[config.mk]
export PLATFORM = sky130hd
export DESIGN_NAME = bep_frame_controller
export DESIGN_NICKNAME = d
export VERILOG_FILES = /design/src/rtl/bep_frame_controller_pkg.sv /design/src/rtl/bep_frame_controller_byte_fifo.sv /design/src/rtl/bep_frame_controller.sv
export SDC_FILE = /design/constraint.sdc
export NUM_CORES = 1
export LEC_CHECK = 0
export BUFFER_PORTS_ARGS = -buffer_cell sky130_fd_sc_hd__clkbuf_2
export CORE_MARGIN = 1
export CORE_UTILIZATION = 40
export CTS_BUF_LIST = sky130_fd_sc_hd__clkbuf_8 sky130_fd_sc_hd__clkbuf_16
export DETAILED_ROUTE_END_ITERATION = 8
export SLEW_MARGIN = 30
export SYNTH_ARGS = -nofsm -noshare
export SYNTH_HDL_FRONTEND = slang
export SYNTH_SLANG_ARGS = --single-unit
[constraint.sdc]
create_clock -name i_clock -period 3.85 [get_ports i_clock]
set_clock_uncertainty 0.15 [all_clocks]
set_input_delay 0.1925 -clock i_clock [delete_from_list [all_inputs] [get_ports i_clock]]
set_output_delay 0.1925 -clock i_clock [all_outputs]
set_load 0.005 [all_outputs]
[src/rtl/bep_frame_controller_pkg.sv]
// Shared types and constants for the BEP frame controller.
// Latency: n/a (declarations only).
// Backpressure: n/a.
package bep_frame_controller_pkg;

  // Controller states, in frame order
  typedef enum logic [2:0] {
    ST_IDLE    = 3'd0,
    ST_HUNT    = 3'd1,
    ST_LENGTH  = 3'd2,
    ST_PAYLOAD = 3'd3,
    ST_CHECK   = 3'd4,
    ST_RECOVER = 3'd5
  } state_t;

  // Error codes reported on error_code
  localparam logic [1:0] ERR_TIMEOUT  = 2'd0;
  localparam logic [1:0] ERR_LENGTH   = 2'd1;
  localparam logic [1:0] ERR_CSUM     = 2'd2;
  localparam logic [1:0] ERR_OVERFLOW = 2'd3;

  // Defaults for the controller parameters
  localparam logic [7:0] SYNC_BYTE_DEF      = 8'hD5;
  localparam int         MAX_LEN_DEF        = 16;
  localparam int         TIMEOUT_CYCLES_DEF = 40;
  localparam int         FIFO_DEPTH_DEF     = 4;

  // Nominal decoder bit period in clocks
  localparam int BIT_PERIOD = 18;

  // One payload buffer entry: frame position flags plus the byte
  typedef struct packed {
    logic       first;
    logic       last;
    logic [7:0] data;
  } fifo_entry_t;

endpackage

[src/rtl/bep_frame_controller_byte_fifo.sv]
// Small synchronous FIFO holding payload entries for the host.
// Latency: a push is visible at the head on the next cycle.
// Backpressure: push while full is ignored unless a pop happens in the same cycle.
module bep_frame_controller_byte_fifo #(
  parameter int WIDTH = 10,
  parameter int DEPTH = 4
) (
  input  logic             i_clock,
  input  logic             i_reset,
  input  logic             i_push,
  input  logic [WIDTH-1:0] i_push_dat,
  input  logic             i_pop,
  output logic [WIDTH-1:0] o_head_dat,
  output logic             o_vld,
  output logic             o_full
);

  localparam int AW = (DEPTH > 1) ? $clog2(DEPTH) : 1;

  logic [WIDTH-1:0] r_mem [DEPTH];
  logic [AW-1:0]    r_wr_ptr;
  logic [AW-1:0]    r_rd_ptr;
  logic [AW:0]      r_count;
  logic             w_rd;
  logic             w_wr;

  // Pop only when something is stored; push when room or when a pop frees a slot
  always_comb begin
    w_rd = i_pop & (r_count != '0);
    w_wr = i_push & (~o_full | w_rd);
  end

  // Storage, pointers and occupancy
  always_ff @(posedge i_clock) begin
    if (i_reset) begin
      r_wr_ptr <= '0;
      r_rd_ptr <= '0;
      r_count  <= '0;
      for (int i = 0; i < DEPTH; i++) begin
        r_mem[i] <= '0;
      end
    end else begin
      if (w_wr) begin
        r_mem[r_wr_ptr] <= i_push_dat;
        r_wr_ptr        <= r_wr_ptr + AW'(1);
      end
      if (w_rd) begin
        r_rd_ptr <= r_rd_ptr + AW'(1);
      end
      case ({w_wr, w_rd})
        2'b10:   r_count <= r_count + (AW+1)'(1);
        2'b01:   r_count <= r_count - (AW+1)'(1);
        default: r_count <= r_count;
      endcase
    end
  end

  // Head entry and status flags
  always_comb begin
    o_head_dat = r_mem[r_rd_ptr];
    o_vld      = (r_count != '0);
    o_full     = (r_count == (AW+1)'(DEPTH));
  end

endmodule

[src/rtl/bep_frame_controller.sv]
// Frame sequencer behind the Manchester decoder: sync hunt, length, payload, checksum.
// Latency: payload byte at FIFO head 1 cycle after its last bit; frame_ok/frame_error 1 cycle after the deciding bit.
// Backpressure: host pops via byte_valid/byte_ready; a payload byte arriving to a full FIFO aborts the frame.
module bep_frame_controller
  import bep_frame_controller_pkg::*;
#(
  parameter logic [7:0] SYNC_BYTE      = SYNC_BYTE_DEF,
  parameter int         MAX_LEN        = MAX_LEN_DEF,
  parameter int         TIMEOUT_CYCLES = TIMEOUT_CYCLES_DEF,
  parameter int         FIFO_DEPTH     = FIFO_DEPTH_DEF
) (
  input  logic       i_clock,
  input  logic       i_reset,
  input  logic       i_bit_valid,
  input  logic       i_bit_data,
  input  logic       i_transmission_begin,
  output logic       o_decoder_reset_n,
  output logic [7:0] o_byte_data,
  output logic       o_byte_first,
  output logic       o_byte_last,
  output logic       o_byte_valid,
  input  logic       i_byte_ready,
  output logic       o_frame_ok,
  output logic       o_frame_error,
  output logic [1:0] o_error_code,
  output logic       o_busy
);

  localparam int LW = $clog2(MAX_LEN + 1);
  localparam int TW = $clog2(TIMEOUT_CYCLES) + 1;

  state_t      r_state;
  state_t      w_next_state;

  // Only the low seven bits of the shift register are ever needed: the
  // full byte is always formed together with the incoming bit.
  logic [6:0]    r_sr;
  logic [2:0]    r_bit_cnt;
  logic [TW-1:0] r_timer;
  logic [7:0]    r_csum;
  logic [LW-1:0] r_remaining;
  logic          r_first;
  logic          r_rec_cnt;
  logic          r_frame_ok;
  logic          r_frame_error;
  logic [1:0]    r_error_code;

  logic [7:0]  w_byte;
  logic        w_in_frame;
  logic        w_in_body;
  logic        w_byte_done;
  logic        w_timeout;
  logic        w_pop;
  logic        w_fifo_full;
  logic        w_fifo_vld;
  logic        w_push;
  logic        w_ok;
  logic        w_err;
  logic [1:0]  w_err_code;
  fifo_entry_t w_push_entry;
  fifo_entry_t w_head;

  // Byte assembly and frame-phase qualifiers
  always_comb begin
    w_byte      = {r_sr, i_bit_data};
    w_in_frame  = (r_state == ST_HUNT) || (r_state == ST_LENGTH) ||
                  (r_state == ST_PAYLOAD) || (r_state == ST_CHECK);
    w_in_body   = (r_state == ST_LENGTH) || (r_state == ST_PAYLOAD) ||
                  (r_state == ST_CHECK);
    w_byte_done = i_bit_valid & w_in_body & (r_bit_cnt == 3'd7);
    // A bit strobe in the same cycle always rescues the frame
    w_timeout   = w_in_frame & ~i_bit_valid &
                  (r_timer == TW'(TIMEOUT_CYCLES - 1));
    w_pop       = w_fifo_vld & i_byte_ready;
  end

  // State register
  always_ff @(posedge i_clock) begin
    if (i_reset) begin
      r_state <= ST_IDLE;
    end else begin
      r_state <= w_next_state;
    end
  end

  // Next state plus the frame events that drive it
  always_comb begin
    w_next_state = r_state;
    w_err        = 1'b0;
    w_err_code   = r_error_code;
    w_ok         = 1'b0;
    w_push       = 1'b0;
    case (r_state)
      ST_IDLE: begin
        if (i_transmission_begin) begin
          w_next_state = ST_HUNT;
        end
      end
      ST_HUNT: begin
        if (w_timeout) begin
          w_err      = 1'b1;
          w_err_code = ERR_TIMEOUT;
        end else if (i_bit_valid && (w_byte == SYNC_BYTE)) begin
          w_next_state = ST_LENGTH;
        end
      end
      ST_LENGTH, ST_PAYLOAD, ST_CHECK: begin
        if (i_transmission_begin) begin
          // Decoder re-armed mid-frame: the line dropped out
          w_err      = 1'b1;
          w_err_code = ERR_TIMEOUT;
        end else if (w_byte_done) begin
          if (r_state == ST_LENGTH) begin
            if ((w_byte == 8'd0) || (w_byte > 8'(MAX_LEN))) begin
              w_err      = 1'b1;
              w_err_code = ERR_LENGTH;
            end else begin
              w_next_state = ST_PAYLOAD;
            end
          end else if (r_state == ST_PAYLOAD) begin
            if (w_fifo_full && !w_pop) begin
              w_err      = 1'b1;
              w_err_code = ERR_OVERFLOW;
            end else begin
              w_push = 1'b1;
              if (r_remaining == LW'(1)) begin
                w_next_state = ST_CHECK;
              end
            end
          end else begin
            if (w_byte == r_csum) begin
              w_ok         = 1'b1;
              w_next_state = ST_IDLE;
            end else begin
              w_err      = 1'b1;
              w_err_code = ERR_CSUM;
            end
          end
        end else if (w_timeout) begin
          w_err      = 1'b1;
          w_err_code = ERR_TIMEOUT;
        end
      end
      ST_RECOVER: begin
        if (r_rec_cnt) begin
          w_next_state = ST_IDLE;
        end
      end
      default: begin
        w_next_state = ST_IDLE;
      end
    endcase
    if (w_err) begin
      w_next_state = ST_RECOVER;
    end
  end

  // Datapath: shift register, bit counter, idle timer, length/checksum tracking, event pulses
  always_ff @(posedge i_clock) begin
    if (i_reset) begin
      r_sr          <= '0;
      r_bit_cnt     <= '0;
      r_timer       <= '0;
      r_csum        <= '0;
      r_remaining   <= '0;
      r_first       <= 1'b0;
      r_rec_cnt     <= 1'b0;
      r_frame_ok    <= 1'b0;
      r_frame_error <= 1'b0;
      r_error_code  <= ERR_TIMEOUT;
    end else begin
      r_frame_ok    <= w_ok;
      r_frame_error <= w_err;
      if (w_err) begin
        r_error_code <= w_err_code;
      end

      if (w_in_frame && !i_bit_valid) begin
        r_timer <= r_timer + TW'(1);
      end else begin
        r_timer <= '0;
      end

      if (!w_in_frame) begin
        r_sr <= '0;
      end else if (i_bit_valid) begin
        r_sr <= w_byte[6:0];
      end

      if (!w_in_body) begin
        r_bit_cnt <= '0;
      end else if (i_bit_valid) begin
        r_bit_cnt <= r_bit_cnt + 3'd1;
      end

      if (r_state == ST_LENGTH && w_byte_done && !w_err) begin
        r_remaining <= w_byte[LW-1:0];
        r_csum      <= w_byte;
        r_first     <= 1'b1;
      end else if (w_push) begin
        r_remaining <= r_remaining - LW'(1);
        r_csum      <= r_csum ^ w_byte;
        r_first     <= 1'b0;
      end

      if (r_state == ST_RECOVER) begin
        r_rec_cnt <= ~r_rec_cnt;
      end else begin
        r_rec_cnt <= 1'b0;
      end
    end
  end

  // Entry pushed into the payload buffer
  always_comb begin
    w_push_entry.first = r_first;
    w_push_entry.last  = (r_remaining == LW'(1));
    w_push_entry.data  = w_byte;
  end

  bep_frame_controller_byte_fifo #(
    .WIDTH ($bits(fifo_entry_t)),
    .DEPTH (FIFO_DEPTH)
  ) u_byte_fifo (
    .i_clock    (i_clock),
    .i_reset    (i_reset),
    .i_push     (w_push),
    .i_push_dat (w_push_entry),
    .i_pop      (w_pop),
    .o_head_dat (w_head),
    .o_vld      (w_fifo_vld),
    .o_full     (w_fifo_full)
  );

  // Outputs decoded from state and registered events
  always_comb begin
    o_busy            = (r_state != ST_IDLE);
    o_decoder_reset_n = (r_state != ST_RECOVER);
    o_frame_ok        = r_frame_ok;
    o_frame_error     = r_frame_error;
    o_error_code      = r_error_code;
    o_byte_valid      = w_fifo_vld;
    o_byte_data       = w_head.data;
    o_byte_first      = w_head.first;
    o_byte_last       = w_head.last;
  end

endmodule

==> results of run 1 <==
==> path summary, 6_finish.rpt <==
check / from / to / depth (start not counted) / slack (ns)
min reg2reg: r_timer[0] / r_timer[0] / 1 / 0.30
max: r_bit_cnt[0] / u_byte_fifo.r_count[2] / 12 / 0.76
max reg2reg: r_bit_cnt[0] / u_byte_fifo.r_count[2] / 12 / 0.76
min: i_transmission_begin / r_state[1] / 5 / 0.1
==> power breakdown <==
| part | internal (W) | total, W | switching [W] |
|---|---|---|---|
| Combinational | 0.000103 | 0.000242 | 0.000139 |
| Sequential | 0.00101 | 0.00106 | 0.0000455 |
| Clock | 0.000256 | 0.000630 | 0.000374 |
==> cell usage in the layout (no fill, tap or decap), drive strengths merged, types with 9 or more instances in the layout <==
cell    instances
nor2           68
dfxtp          48
a21oi          20
xor2           16
mux4           10
clkbuf         31
o21ai           9
edfxtp         40
and2           12
nand3          11
inv            22
nand2          29
==> registers in the layout, summed over array words and instances, names as in the netlist, 3 cells and up, named ones only <==
register and cells:
u_byte_fifo.r_mem 40, r_csum 8, r_sr 7, r_timer 7, r_remaining 5, r_bit_cnt 3, r_state 3, u_byte_fifo.r_count 3
==> through the flow <==
stage	util, %	instances	instance area, um^2	hold WS, ns	power (W)
after floorplan	-	402	4210	0.248	0.00127
after CTS	44.3	554	4550	0.0893	0.00195
after detailed placement	42.4	538	4350	0.290	0.00132
final	44.3	554	4550	0.0965	0.00193
after global placement	42.4	538	4350	0.279	0.00132
after global routing	44.3	554	4550	0.122	0.00202
==> worst register-to-register path, delay by kind of cell, from the launching register on <==
| family | cells | cell delay [ns] |
|---|---|---|
| adders and majority gates | 4 | 1.03 |
| and+or+nand+nor | 3 | 0.58 |
| AOI/OAI and AO/OA | 1 | 0.14 |
| buffers and inverters | 3 | 0.61 |
| DFF | 1 | 0.33 |
| xor gates and xnor gates | 1 | 0.16 |
==> layout make-up <==
| class | count | area, um^2 |
|---|---|---|
| Multi-Input combinational cell | 269 | 1810 |
| Fill cell | 983 | 5720 |
| Inverter | 19 | 71.3 |
| Clock inverter | 7 | 75.1 |
| Tap cell | 136 | 170 |
| Clock buffer | 9 | 124 |
| Timing Repair Buffer | 26 | 140 |
| Sequential cell | 88 | 2160 |
==> routing by layer <==
metal	up-vias	wire length, um	track usage, %
met5	-	0	0
met4	0	56	3.12
met3	4	322	4.30
met2	58	4030	27.3
met1	1350	3780	21.1
li1	1434	-	-
==> kinds of logic (layout without fill, tap and decap cells) <==
group,Yosys count,after routing
multiplexers,18,18
AO/OA/AOI/OAI,53,53
XOR/XNOR,23,23
buffers and inverters,45,61
AND/OR/NAND/NOR,168,168
flip-flops,88,88
adder cells (fa/ha/maj),7,7
==> results.yml, run 1 <==
outcome:
  status: "finished clean"
drt:
  via_count: 2846
  drtPass1Iterations: 4
  routed_wl_um: 8190
  drt-wirelength-per-cell_um: 14.8
  viasPerCell: 5.14
  drcViolationCount: 0
  drtIter0Drc: 184
  ant_nets: 0
setup_path:
  cp-start-kind: "flop"
  timing.setup.critical_path_class: "reg -> reg"
  required_ns: 3.97
  critPathMaxFanout: 14
  cp_num_buf_inv: 3
  critical_path.most_common_cell: "ha_1"
  slowest_delay_ns: 0.37
  cp-end-kind: "flop"
  cp_top_family: "adder cells"
  slowest_stage: "fa_1"
  arrival_ns: 3.21
  path_cells: "ha_1 -> ha_1 -> nand3b_1 -> nor4b_2 -> buf_4 -> inv_1 -> ha_1 -> inv_1 -> fa_1 -> xor2_1 -> or3_1 -> a21oi_1"
grt:
  overflow: 0
  track_usage_pct: 16.2
  grt_pass1_wl_um: 13900
  antenna_found_initial: 0
  grt_max_degree: 39
  grt_pass1_vias: 2747
sta:
  fin_ws_ns: 0.756
  timing.fmax_ghz: 0.323
  finalCriticalPeriod_ns: 3.09
  tns_ns: 0
  period_share_pct: 80.4
  max_slew.worst_pin.slew_ns: 0.809
  slew_viol_final: 0
  hold_viol: 0
  setup_violations: 0
  rsz0062_at_grt: "no"
  timing.slew.headroom_pct: 46.1
cts:
  numClockSinks: 88
  cts-root-buf: "clkbuf_8"
  htreeDepth: 3
  cts_resized: 0
  holdBufCountCts: 0
  path_clk_slew_ns: 0.10
  clockBufferDepth: 2
  postCtsSetupBuffers: 0
  clkLatencyLatePin_ns: 0.36
  cts_tree: "built"
  cts_made_buffers: 9
logic_synthesis:
  yosysSeqAreaShare_pct: 51.4
  synth_most_common_cell: "nor2_1"
  synthXorXnorAreaFrac_pct: 4.78
  syn_area_per_cell_um2: 10.5
  ys_warn_count: 0
  synthesis.nets: 415
  synthMuxAreaShare_pct: 7.25
  async_reset_ff_share_pct: 0
  synth_edf_count: 40
  synth_top_family_by_area: "simple AND/OR/NAND/NOR gates"
  synthCells: 402
  synth_compound_area_share_pct: 8.14
  synth_area_leaders: "edfxtp_1, dfxtp_1, nor2_1"
  synthSimpleGateAreaFrac_pct: 20.6
  yosys-top-cells-count: "nor2_1, dfxtp_1, edfxtp_1, nand2_1, a21oi_1"
  synth_top_area_share_pct: 28.5
  synthAdderAreaFrac_pct: 2.26
  ys.flop_type: "dfxtp_1"
  synth_cell_types: 54
  synth.largest_area_cell: "edfxtp_1"
  syn_area_um2: 4210
  ys_seq_elements: 88
floorplanning:
  die_h_um: 105
  die-area_um2: 10900
  die_x_um: 105
  num_rows: 37
  core_area_um2: 10300
  ios: 23
  initial_core_util_pct: 41.0
layout:
  drive_above_1_share_pct: 17.0
  finalNetCount: 426
  diodes: 0
  area_growth_pct: 8.14
min_path:
  hold_path_class: "in -> reg"
placed_design:
  dpl.hpwl_um: 5480
  gp_congestion: 0.833
  io_buffers: 22
  post-place-ws_ns: 0.793
flow_run:
  max_cap_viol_count: 0
power:
  p_per_area_nw_per_um2: 423
  ir_drop_uv: 296
  leakage_nw: 1.69
No activity file was read; power rests on OpenSTA's default activity.
==> run 2, diff against run 1 <==
clock period = 3.09 ns   (was 3.85 ns; I/O delays follow)
==> run 2 against run 1 <==
Effect of this change:
- sequential share of layout area is 0.31 points lower
- sequential power grew 25%
- wire length barely moved
- global-route usage about the same
- first-iteration DRC count down 24%
- final cell count up 0.54%
- die area stayed put
- worst hold slack got worse by 0.037 ns
- critical path type unchanged
- largest cell class unchanged
==> results.yml, run 2 (synthesized netlist as in run 1, its figures left out) <==
drt:
  ant_nets: 0
  viasPerCell: 5.07
  routed_wl_um: 8200
  drcViolationCount: 0
  via_count: 2825
  drtIter0Drc: 140
  drt-wirelength-per-cell_um: 14.7
  drtPass1Iterations: 5
setup_path:
  timing.setup.critical_path_class: "reg -> reg"
  critPathMaxFanout: 4
  slowest_stage: "fa_1"
  critical_path.most_common_cell: "ha_1"
  cp_top_family: "adder cells"
  cp_num_buf_inv: 2
  cp-end-kind: "flop"
  arrival_ns: 2.71
  path_cells: "ha_1 -> ha_1 -> nand3b_1 -> nor4b_2 -> inv_1 -> ha_1 -> inv_1 -> fa_1 -> xor2_1 -> or3_1 -> a21oi_1"
  slowest_delay_ns: 0.38
  cp-start-kind: "flop"
  required_ns: 3.20
cts:
  cts_made_buffers: 9
  numClockSinks: 88
  postCtsSetupBuffers: 0
  htreeDepth: 3
  clkLatencyLatePin_ns: 0.35
  cts_resized: 0
  cts_tree: "built"
  clockBufferDepth: 2
  path_clk_slew_ns: 0.09
  holdBufCountCts: 0
  cts-root-buf: "clkbuf_8"
floorplanning:
  die_x_um: 105
  ios: 23
  die-area_um2: 10900
  core_area_um2: 10300
  num_rows: 37
  die_h_um: 105
  initial_core_util_pct: 41.0
placed_design:
  io_buffers: 22
  dpl.cell_count: 541
  post_dp_cell_area_um2: 4380
  gp_congestion: 0.815
  dpl.hpwl_um: 5680
sta:
  timing.fmax_ghz: 0.385
  finalCriticalPeriod_ns: 2.60
  fin_hold_ws_ns: 0.0593
  period_share_pct: 84.1
  tns_ns: 0
  setup_violations: 0
  rsz0062_at_grt: "no"
  max_slew.worst_pin.slew_ns: 0.654
  hold_viol: 0
  slew_viol_final: 0
  timing.slew.headroom_pct: 56.3
min_path:
  hold_path_class: "in -> reg"
layout:
  finalNetCount: 429
  post-route-cell-area_um2: 4580
  drive_above_1_share_pct: 17.3
  seqCellArea_um2: 2160
  reg.largest.list: "u_byte_fifo.r_mem x40, r_csum x8"
  largest_reg_flops: 40
  regMostFlops: "u_byte_fifo.r_mem"
  fillCellCount: 1025
  final_cell_count_no_fill: 557
  area_growth_pct: 8.86
  layout_common_cells: "nor2_1, dfxtp_1, edfxtp_1"
  diodes: 0
  final_common_cell: "nor2_1"
  multiInputGateArea_um2: 1810
grt:
  grt_max_degree: 31
  grt_pass1_vias: 2784
  antenna_found_initial: 0
  grt_pass1_wl_um: 13800
  track_usage_pct: 16.2
  overflow: 0
power:
  p_per_area_nw_per_um2: 533
  leakage_nw: 1.71
  ir_drop_uv: 327
outcome:
  status: "finished clean"
flow_run:
  max_cap_viol_count: 0
[run 2: layout make-up]
class                           instances  area share [%]
Multi-Input combinational cell        269            39.5
Clock inverter                          6            1.50
Tap cell                              136            3.71
Timing Repair Buffer                   29            3.55
Inverter                               19            1.56
Clock buffer                           10            3.00
Sequential cell                        88            47.2
[run 2: power breakdown]
part	switching (W)	internal (W)	total (W)	leakage, nW
clock	0.000420	0.000400	0.000820	0.102
sequential	0.0000589	0.00126	0.00132	0.778
combinational	0.000176	0.000130	0.000306	0.826
total	0.000655	0.00179	0.00244	1.71
[run 2: per-stage QoR]
stage	total power, W	utilization [%]	worst slack, ns
after floorplan	0.00158	-	0.489
after global placement	0.00164	42.6	0.626
after detailed placement	0.00165	42.6	0.503
after CTS	0.00247	44.6	0.471
after global routing	0.00256	44.6	0.335
final	0.00244	44.6	0.491
[run 2: per-layer routing]
metal  vias to the layer above  routed length, um  global-route usage (%)
li1                       1425                  -                       -
met1                      1347               3850                    20.6
met2                        39               4010                    27.1
met3                        14                173                    2.74
met4                         0                165                    7.34
met5                         -                  0                       0
[run 2: tightest hold or removal path, stage by stage]
cell and delay [ns]:
clkbuf_2 0.13, or2_2 0.19, nor2_1 0.05
[run 2: worst paths after layout]
check	start	slack, ns	cells after the start	endpoint
worst min register to register	r_timer[0]	0.30	1	r_timer[0]
worst max register to register	r_bit_cnt[0]	0.49	11	u_byte_fifo.r_count[2]
worst max-delay path	r_bit_cnt[0]	0.49	11	u_byte_fifo.r_count[2]
worst min-delay path	i_bit_valid	0.06	3	r_timer[1]
